[config.mk]
export PLATFORM = sky130hd
export DESIGN_NAME = floor_request_scheduler_flat
export DESIGN_NICKNAME = d
export VERILOG_FILES = /design/src/rtl/floor_request_scheduler_if.sv /design/src/rtl/floor_request_scheduler.sv /design/src/flat_wrapper.sv
export SDC_FILE = /design/constraint.sdc
export NUM_CORES = 1
export LEC_CHECK = 0
export BUFFER_PORTS_ARGS = -buffer_cell sky130_fd_sc_hd__buf_4
export CORE_MARGIN = 2
export CORE_UTILIZATION = 43
export CTS_CLUSTER_SIZE = 16
export DETAILED_ROUTE_END_ITERATION = 7
export MAX_ROUTING_LAYER = met4
export PLACE_DENSITY = 0.71
export SLEW_MARGIN = 30
export SYNTH_ARGS = -nofsm -noshare
export SYNTH_HDL_FRONTEND = slang
export SYNTH_SLANG_ARGS = --single-unit
export TNS_END_PERCENT = 1
[constraint.sdc]
create_clock -name clk -period 2.5 [get_ports clk]
set_input_delay 0.25 -clock clk [delete_from_list [all_inputs] [get_ports clk]]
set_output_delay 0.25 -clock clk [all_outputs]
set_load 0.01 [all_outputs]
[src/rtl/floor_request_scheduler_if.sv]
// Call / target bus between the button panel, position sensor and
// the floor request scheduler that feeds the elevator FSM.
interface floor_request_scheduler_if #(
   parameter int NUM_FLOORS = 10
);
   logic                  call_valid;
   logic [3:0]            call_floor;
   logic [3:0]            current_floor;
   logic [3:0]            requested_floor;
   logic                  request_pending;
   logic [NUM_FLOORS-1:0] pending_mask;
   logic                  dir_up;
   logic                  door_open;

   modport master (
      output call_valid, call_floor, current_floor,
      input  requested_floor, request_pending, pending_mask,
      input  dir_up, door_open
   );

   modport slave (
      input  call_valid, call_floor, current_floor,
      output requested_floor, request_pending, pending_mask,
      output dir_up, door_open
   );
endinterface

[src/rtl/floor_request_scheduler.sv]
// SCAN floor request scheduler with door dwell timer.
// Optional ELEVATOR_EMERGENCY_EN adds an emergency recall-to-ground input.
module floor_request_scheduler #(
   parameter int NUM_FLOORS   = 10,
   parameter int DWELL_CYCLES = 8
) (
   input logic clk,
   input logic reset,
`ifdef ELEVATOR_EMERGENCY_EN
   input logic emergency,
`endif
   floor_request_scheduler_if.slave bus
);

   typedef enum logic [1:0] {
      IDLE  = 2'd0,
      SERVE = 2'd1,
      DWELL = 2'd2
   } state_t;

   state_t                r_state;
   state_t                w_next;
   logic [NUM_FLOORS-1:0] r_mask;
   logic [NUM_FLOORS-1:0] w_mask_nxt;
   logic                  r_dir_up;
   logic [7:0]            r_cnt;
   logic [15:0]           w_mask16;
   logic [15:0]           w_nxt16;
   logic                  w_here;
   logic                  w_any;
   logic                  w_emerg;
   logic                  w_call_ok;
   logic                  w_absorb;
   logic                  w_enter;
   logic                  w_up_found;
   logic                  w_dn_found;
   logic [3:0]            w_up_floor;
   logic [3:0]            w_dn_floor;
   logic [3:0]            w_cur;
   logic [3:0]            w_req;
   logic                  w_door;

`ifdef ELEVATOR_EMERGENCY_EN
   assign w_emerg = emergency;
`else
   assign w_emerg = 1'b0;
`endif

   assign w_cur     = bus.current_floor;
   assign w_mask16  = 16'(r_mask);
   assign w_here    = w_mask16[w_cur];
   assign w_any     = |r_mask;
   assign w_call_ok = bus.call_valid &&
                      ({1'b0, bus.call_floor} < 5'(NUM_FLOORS));
   // A call for the floor we are stopped at only keeps the door open
   assign w_absorb  = (r_state == DWELL) && w_call_ok &&
                      (bus.call_floor == w_cur);
   assign w_enter   = (w_next == DWELL) && (r_state != DWELL);

   // SCAN search: nearest pending floor above and below the car
   always_comb begin
      w_up_found = 1'b0;
      w_up_floor = w_cur;
      w_dn_found = 1'b0;
      w_dn_floor = w_cur;
      for (int i = 15; i >= 0; i--) begin
         if (w_mask16[i] && (4'(i) > w_cur)) begin
            w_up_found = 1'b1;
            w_up_floor = 4'(i);
         end
      end
      for (int i = 0; i < 16; i++) begin
         if (w_mask16[i] && (4'(i) < w_cur)) begin
            w_dn_found = 1'b1;
            w_dn_floor = 4'(i);
         end
      end
   end

   // State register
   always_ff @(posedge clk) begin
      if (reset) r_state <= IDLE;
      else       r_state <= w_next;
   end

   // Next-state logic
   always_comb begin
      w_next = r_state;
      unique case (r_state)
         IDLE: begin
            if (w_here)     w_next = DWELL;
            else if (w_any) w_next = SERVE;
         end
         SERVE: begin
            if (w_here)      w_next = DWELL;
            else if (!w_any) w_next = IDLE;
         end
         DWELL: begin
            if (!w_absorb && (r_cnt == 8'd0))
               w_next = w_any ? SERVE : IDLE;
         end
         default: w_next = IDLE;
      endcase
      if (w_emerg) w_next = IDLE;
   end

   // Outputs: target floor and door control
   always_comb begin
      w_req  = w_cur;
      w_door = 1'b0;
      unique case (r_state)
         SERVE: begin
            if (r_dir_up)
               w_req = w_up_found ? w_up_floor :
                       w_dn_found ? w_dn_floor : w_cur;
            else
               w_req = w_dn_found ? w_dn_floor :
                       w_up_found ? w_up_floor : w_cur;
         end
         DWELL:   w_door = 1'b1;
         default: w_req  = w_cur;
      endcase
      if (w_emerg) begin
         w_req  = 4'd0;
         w_door = (w_cur == 4'd0);
      end
   end

   // Pending mask update: latch new calls, clear the floor being served
   always_comb begin
      w_nxt16 = w_mask16;
      if (w_enter) w_nxt16[w_cur] = 1'b0;
      if (w_call_ok && !w_absorb &&
          !(w_enter && (bus.call_floor == w_cur)))
         w_nxt16[bus.call_floor] = 1'b1;
      w_mask_nxt = w_nxt16[NUM_FLOORS-1:0];
   end

   // Mask, direction and dwell counter registers
   always_ff @(posedge clk) begin
      if (reset || w_emerg) begin
         r_mask   <= '0;
         r_dir_up <= 1'b1;
         r_cnt    <= 8'd0;
      end else begin
         r_mask <= w_mask_nxt;
         if (r_dir_up && !w_up_found && w_dn_found)
            r_dir_up <= 1'b0;
         else if (!r_dir_up && !w_dn_found && w_up_found)
            r_dir_up <= 1'b1;
         if (w_enter || w_absorb)
            r_cnt <= 8'(DWELL_CYCLES - 1);
         else if ((r_state == DWELL) && (r_cnt != 8'd0))
            r_cnt <= r_cnt - 8'd1;
      end
   end

   assign bus.requested_floor = w_req;
   assign bus.request_pending = w_any;
   assign bus.pending_mask    = r_mask;
   assign bus.dir_up          = r_dir_up;
   assign bus.door_open       = w_door;

endmodule

[src/flat_wrapper.sv]
// flat-port wrapper written by rule: the top's interface ports become plain ports
module floor_request_scheduler_flat 
#(
   parameter int NUM_FLOORS   = 10,
   parameter int DWELL_CYCLES = 8
)
  (clk, reset, bus_call_valid, bus_call_floor, bus_current_floor, bus_requested_floor, bus_request_pending, bus_pending_mask, bus_dir_up, bus_door_open);
  floor_request_scheduler_if #(.NUM_FLOORS(NUM_FLOORS)) bus_i ();
  input logic clk;
  input logic reset;
  input wire logic [$bits(bus_i.call_valid)-1:0] bus_call_valid;
  input wire logic [$bits(bus_i.call_floor)-1:0] bus_call_floor;
  input wire logic [$bits(bus_i.current_floor)-1:0] bus_current_floor;
  output wire logic [$bits(bus_i.requested_floor)-1:0] bus_requested_floor;
  output wire logic [$bits(bus_i.request_pending)-1:0] bus_request_pending;
  output wire logic [$bits(bus_i.pending_mask)-1:0] bus_pending_mask;
  output wire logic [$bits(bus_i.dir_up)-1:0] bus_dir_up;
  output wire logic [$bits(bus_i.door_open)-1:0] bus_door_open;
  assign bus_i.call_valid = bus_call_valid;
  assign bus_i.call_floor = bus_call_floor;
  assign bus_i.current_floor = bus_current_floor;
  assign bus_requested_floor = bus_i.requested_floor;
  assign bus_request_pending = bus_i.request_pending;
  assign bus_pending_mask = bus_i.pending_mask;
  assign bus_dir_up = bus_i.dir_up;
  assign bus_door_open = bus_i.door_open;
  floor_request_scheduler #(.NUM_FLOORS(NUM_FLOORS), .DWELL_CYCLES(DWELL_CYCLES)) u_core (.clk(clk), .reset(reset), .bus(bus_i));
endmodule
## Word level (Yosys, flattened, before mapping)

Cells that the tools add are included.

| cells by class | value |
|---|---|
| $add $sub $neg | 1 |
| order comparisons | 25 |
| eq/ne operators | 5 |
| multiplexer cells | 66 |
| bitwise gates (word level) | 3 |
| reduce and logical (&&, ||, !) cells | 48 |

Operators by type and width:

| kind | number |
|---|---|
| two-way mux 4 bit | 26 |
| logical AND 1 bit | 35 |
| two-way mux 1 bit | 27 |
| two-way mux 10 bit | 2 |
| > comparator 3 x 4 -> 1 bit, first input constant | 4 |
| less-than comparator 3 x 4 -> 1 bit, first input constant | 4 |
| bitwise AND 10 bit | 1 |
| less-than comparator 4 x 5 -> 1 bit, second input constant | 2 |
| two-way mux 2 bit | 5 |
| inverter 10 bit | 1 |
| bitwise OR 10 bit | 1 |
| OR reduction 10 bit | 1 |
| demux 1 bit (select 4 bit) | 2 |
| greater-or-equal comparator 4 x 1 -> 1 bit, second input constant | 2 |
| > comparator 1 x 4 -> 1 bit, first input constant | 2 |
| > comparator 2 x 4 -> 1 bit, first input constant | 2 |
| > comparator 4 bit, first input constant | 2 |
| zero test 8 bit | 1 |
| less-than comparator 1 x 4 -> 1 bit, first input constant | 2 |
| less-than comparator 2 x 4 -> 1 bit, first input constant | 2 |
| less-than comparator 4 bit, first input constant | 2 |
| nonzero test 8 bit | 1 |
| subtractor 8 x 1 -> 8 bit, second input constant | 1 |
| two-way mux 3 bit | 2 |
| 12 further kinds | 18 |

| word-level totals | value |
|---|---|
| register bits after elaboration | 21 |
| output and inout bits | 17 |
| word-level logic and storage cells | 153 |

## Longest topological paths before layout

| logic depth | value |
|---|---|
| depth after elaboration | 17 |
| mapped depth | 9 |
| depth with buffers taken out | 7 |

## Worst setup path after synthesis

Ideal clock, no wire load.

| timing | value |
|---|---|
| kind | input to output |
| start | in bus_current_floor[0] |
| end | out bus_requested_floor[1] |
| arrival time | 2.025 ns |
| path slack | 0.225 ns |
| cell stages on the path | 8 |
| path buffers | 2 |
| cells stage by stage | buf_2 -> clkbuf_1 -> nor2_1 -> a32o_1 -> nor3_1 -> a21oi_1 -> nor2b_1 -> a221oi_1 |

| between the ends | value |
|---|---|
| cells in the longest elaborated chain, start to end | 16 |
| elaborated cells on any way between the ends | 86 |
| classes of those cells | order compare: 20; mux: 46; reduce/logical: 20 |

Ends and longest elaborated chain:

| what | line | text |
|---|---|---|
| from (decl) | flat_wrapper.sv:13 | `input wire logic [$bits(bus_i.current_floor)-1:0] bus_current_floor;` |
| > comparator 4 bit / less-than comparator 1 x 4 -> 1 bit (equally long branches) | floor_request_scheduler.sv:67, floor_request_scheduler.sv:73 |  |
| logical AND 1 bit, on equally long branches | floor_request_scheduler.sv:67, floor_request_scheduler.sv:73 |  |
| two-way mux 4 bit (tied with other cells) (10 in a row) | floor_request_scheduler.sv:67 | `if (w_mask16[i] && (4'(i) > w_cur)) begin` |
| two-way mux 4 bit, on equally long branches | floor_request_scheduler.sv:118, floor_request_scheduler.sv:115 |  |
| two-way mux 4 bit, on equally long branches | floor_request_scheduler.sv:117, floor_request_scheduler.sv:114 |  |
| two-way mux 4 bit (*) | floor_request_scheduler.sv:113 | `if (r_dir_up)` |
| two-way mux 4 bit (*) | floor_request_scheduler.sv:111 | `unique case (r_state)` |
| to (decl) | flat_wrapper.sv:14 | `output wire logic [$bits(bus_i.requested_floor)-1:0] bus_requested_floor;` |

Mark *: on every way between the ends. The rest lies on a longest branch, timed or not.

## Worst setup path in the final report

| timing | value |
|---|---|
| start | reg u_core.r_mask[6] (netlist: u_core.bus.pending_mask[6]) |
| end | out bus_requested_floor[0] |

| between the ends | value |
|---|---|
| cells in the longest elaborated chain, start to end | 12 |
| elaborated cells on any way between the ends | 30 |
| classes of those cells | mux: 28; reduce/logical: 2 |

Ends and longest elaborated chain:

| what | line | text |
|---|---|---|
| from (decl) | floor_request_scheduler.sv:23 | `logic [NUM_FLOORS-1:0] r_mask;` |
| from (signal assigned) | floor_request_scheduler.sv:146 | `r_mask <= w_mask_nxt;` |
| logical AND 1 bit | floor_request_scheduler.sv:67 |  |
| two-way mux 4 bit / two-way mux 1 bit (equally long branches) (7 in a row) | floor_request_scheduler.sv:67 |  |
| two-way mux 4 bit | floor_request_scheduler.sv:118 | `w_up_found ? w_up_floor : w_cur;` |
| two-way mux 4 bit | floor_request_scheduler.sv:117 | `w_req = w_dn_found ? w_dn_floor :` |
| two-way mux 4 bit (*) | floor_request_scheduler.sv:113 |  |
| two-way mux 4 bit (*) | floor_request_scheduler.sv:111 |  |

Marks and branches as above.

==> results.yml <==
pwr:
  powerDensity_nw_per_um2: 340
  seqPwrFrac_pct: 42.9
  power_frac_clock_pct: 26.4
  p_int_uw: 564
  leakage_uw: 0.000969
  p_switching_uw: 253
  peakVddDrop_mv: 0.346
  switching_share_pct: 31.0
  combPwrFrac_pct: 30.7
place:
  portBuffers: 27
  place.gp.congestion: 0.908
  dp_cells: 341
  place_ws_ns: 0.0632
  hpwl_mm: 3.97
synth:
  yosys_most_used_dff: "dfxtp_1"
  async_flop_share_pct: 0
  yosys_warnings: 0
  yosysSeqAreaShare_pct: 22.7
  synth_seq_cells: 21
  avgSynthCellArea_sq_um: 7.09
  synth.distinct_cells: 52
  netlist_area_sq_um: 1850
  synth_cells: 261
  synth-edff-count: 0
  syn_nets: 274
min_path:
  hold_class: "in2reg"
  hold_end: "u_core.bus.pending_mask[4]"
  worstHoldStart: "reset"
  hold_depth: 2
global_routing:
  grt_max_degree: 19
  antenna_found_initial: 0
  grt_pass1_vias: 1878
  grt_pass1_wl_mm: 8.80
  track_usage_pct: 22.2
  overflow: 0
setup_path:
  required_ns: 2.25
  r2r_end: "u_core.bus.pending_mask[3]"
  regToRegSetupSlack_ns: 0.28
  cpPeakStageDelay_ns: 0.33
  worstPathMaxFanout: 10
  critical_path_buf_inv_count: 4
  crit_path_frequent_cell: "buf_4"
  crit-reg2reg-launch: "u_core.bus.pending_mask[5]"
  cp_cell_sequence: "buf_4, o22ai_2, o21ai_2, a2111oi_2, buf_4, buf_6, a21oi_4, nor4b_2, a211oi_1, buf_4"
  cp-start-kind: "flop"
  crit_path_end_kind: "output pin"
  cp.arrival_ns: 2.17
  critPathTopFamily: "compound AO/OA/AOI/OAI gates"
  r2r_cells: 6
  path_class: "reg2out"
  cp_slowest_cell: "dfxtp_1"
cells_and_area:
  drive_gt1_share_pct: 28.2
  syn_to_final_growth_pct: 30.1
  fin_nets: 315
  fin_cells: 351
  fill_cells: 379
  diodes: 0
clocking:
  cts_buffers: 3
  root_buffer: "clkbuf_8"
  cts.sinks: 21
  ctsHoldBuffers: 0
  clock_latency_ns: 0.25
  tritoncts: "done"
  clk_path_buf_depth: 2
  cts_max_level: 1
  path_clk_slew_ns: 0.08
flow_run:
  cap_violations: 0
timing:
  relSlewSlack_pct: 60.5
  max_freq_ghz: 0.413
  finalHoldViolCount: 0
  post-route-min-period_ns: 2.42
  fin_ws_ns: 0.0769
  setup_viol: 0
  tightestPinTransition_ns: 0.585
  fin_setup_tns_ns: 0
  clock_skew_ns: 0.00586
  rsz0062_at_grt: "true"
  maxSlewViolCount: 0
  min_period_over_period_pct: 96.9
status:
  status: "completed"
floorplan:
  core.rowCount: 23
  io_pins: 28
  die_h_um: 69.6
  die_w_um: 69.6
  die_area_sq_um: 4840
  fp.coreArea_sq_um: 4060
  start_util_pct: 45.6
routing:
  firstDrtPassIters: 5
  drc: 0
  wl_mm: 5.49
  vias: 2139
  drt_iter0_drc: 224
  wl_per_cell_um: 15.6
  final_antenna_net_count: 0
  via_per_inst: 6.09
-- routing by layer --
layer | vias to the layer above | track usage, % | part of all wire, % | wire length (um)
li1 | 1037 | - | - | -
met5 | - | - | 0 | 0
met2 | 99 | 34.7 | 47 | 2600
met4 | 0 | 6.75 | 1.3 | 69
met1 | 993 | 30.8 | 46 | 2500
met3 | 10 | 1.45 | 5.9 | 326
-- cell usage after synthesis (5+ instances only) --
master     count  area [sq um]
xor2_1         6          52.6
nand3b_1       5          37.5
nor2b_1        6          37.5
a31oi_1        6          37.5
a21oi_1       19          95.1
inv_1         10          37.5
o21ai_0       16          80.1
dfxtp_1       21           420
nand3_1        8          40.0
clkbuf_1      14          52.6
a2bb2oi_1      5          43.8
a211oi_1       5          37.5
nand2b_1       5          31.3
nor2_1        33           124
nand2_1       27           101
-- cells in the final DEF, fill, tap and decap left out, types with 4 or more instances in the layout --
master | netlist | final
a2bb2oi_1 | 5 | 5
inv_1 | 10 | 10
nor2_1 | 33 | 32
a21oi_1 | 19 | 17
nor2b_1 | 6 | 6
nand2_1 | 27 | 27
a31oi_1 | 6 | 6
buf_4 | 2 | 55
o2bb2ai_1 | 4 | 4
o21ai_0 | 16 | 14
dfxtp_1 | 21 | 17
nor4_1 | 4 | 4
nand3b_1 | 5 | 5
xnor2_1 | 4 | 4
and3_1 | 4 | 4
a32o_1 | 4 | 4
xor2_1 | 6 | 6
nand3_1 | 8 | 8
nand2b_1 | 5 | 5
-- logic make-up (layout without fill, tap and decap cells) --
logic type               count (synthesis)  after routing  share of synthesized area, %
flip-flops                              21             21                          22.7
multiplexers                             4              4                          3.59
AO/OA/AOI/OAI                           84             84                          31.1
XOR/XNOR                                10             10                          4.74
AND/OR/NAND/NOR                        109            109                          29.5
buffers and inverters                   31             71                          6.97
adder cells (fa/ha/maj)                  2              2                          1.35
-- metrics by stage --
stage          instance area [sq um]  utilization (%)  hold slack [ns]  total power (uW)
6_report                        2410             59.3            0.265               817
5_1_grt                         2410             59.3            0.263               864
4_1_cts                         2300             56.7            0.261               805
3_5_place_dp                    2200             54.3            0.489               580
3_3_place_gp                    2200             54.3            0.484               577
2_1_floorplan                   1850                -            0.319               495
-- power groups by stage --
stage | logic (uW) | clock network [uW] | registers, uW
after CTS | 230 | 224 | 350
after floorplan | 135 | 0 | 360
after detailed placement | 221 | 0 | 359
final | 251 | 216 | 351
after global routing | 272 | 239 | 353
after global placement | 218 | 0 | 359
-- area by class of cell --
cell class | count | area (sq um) | area share, %
inverters | 10 | 37.5 | 1.56
multi-input cells | 209 | 1390 | 57.9
well taps | 50 | 62.6 | 2.60
flip-flops and latches | 21 | 430 | 17.9
repair buffers | 57 | 435 | 18.1
clock inverters | 1 | 5.00 | 0.208
clock buffers | 3 | 41.3 | 1.72
-- registers in the layout, summed over array words and instances (netlist names) --
register                 flops
u_core.r_cnt                 8
u_core.bus.dir_up            1
u_core.bus.pending_mask     10
u_core.r_state               2
-- timing repair --
action                                 CTS  global route
buffers inserted                         2             4
pin swaps                                3             6
resized for setup                       11            18
setup endpoints to repair                2             2
endpoints found under the hold margin    0             0
-- worst max-delay path by stage --
| stage | startpoint | endpoint | depth (start not counted) | slack, ns |
|---|---|---|---|---|
| 3_5_place_dp | u_core.bus.pending_mask[4] | bus_requested_floor[1] | 7 | 0.06 |
| 5_1_grt | u_core.bus.pending_mask[6] | bus_requested_floor[0] | 10 | -0.06 |
| 2_1_floorplan | bus_current_floor[0] | bus_requested_floor[1] | 8 | 0.23 |
| 4_1_cts | u_core.bus.pending_mask[4] | bus_requested_floor[1] | 8 | 0.02 |
| 6_report | u_core.bus.pending_mask[6] | bus_requested_floor[0] | 10 | 0.08 |
| 3_3_place_gp | u_core.bus.pending_mask[4] | bus_requested_floor[1] | 7 | 0.1 |
Note: power is estimated with default switching activity, not from simulation.
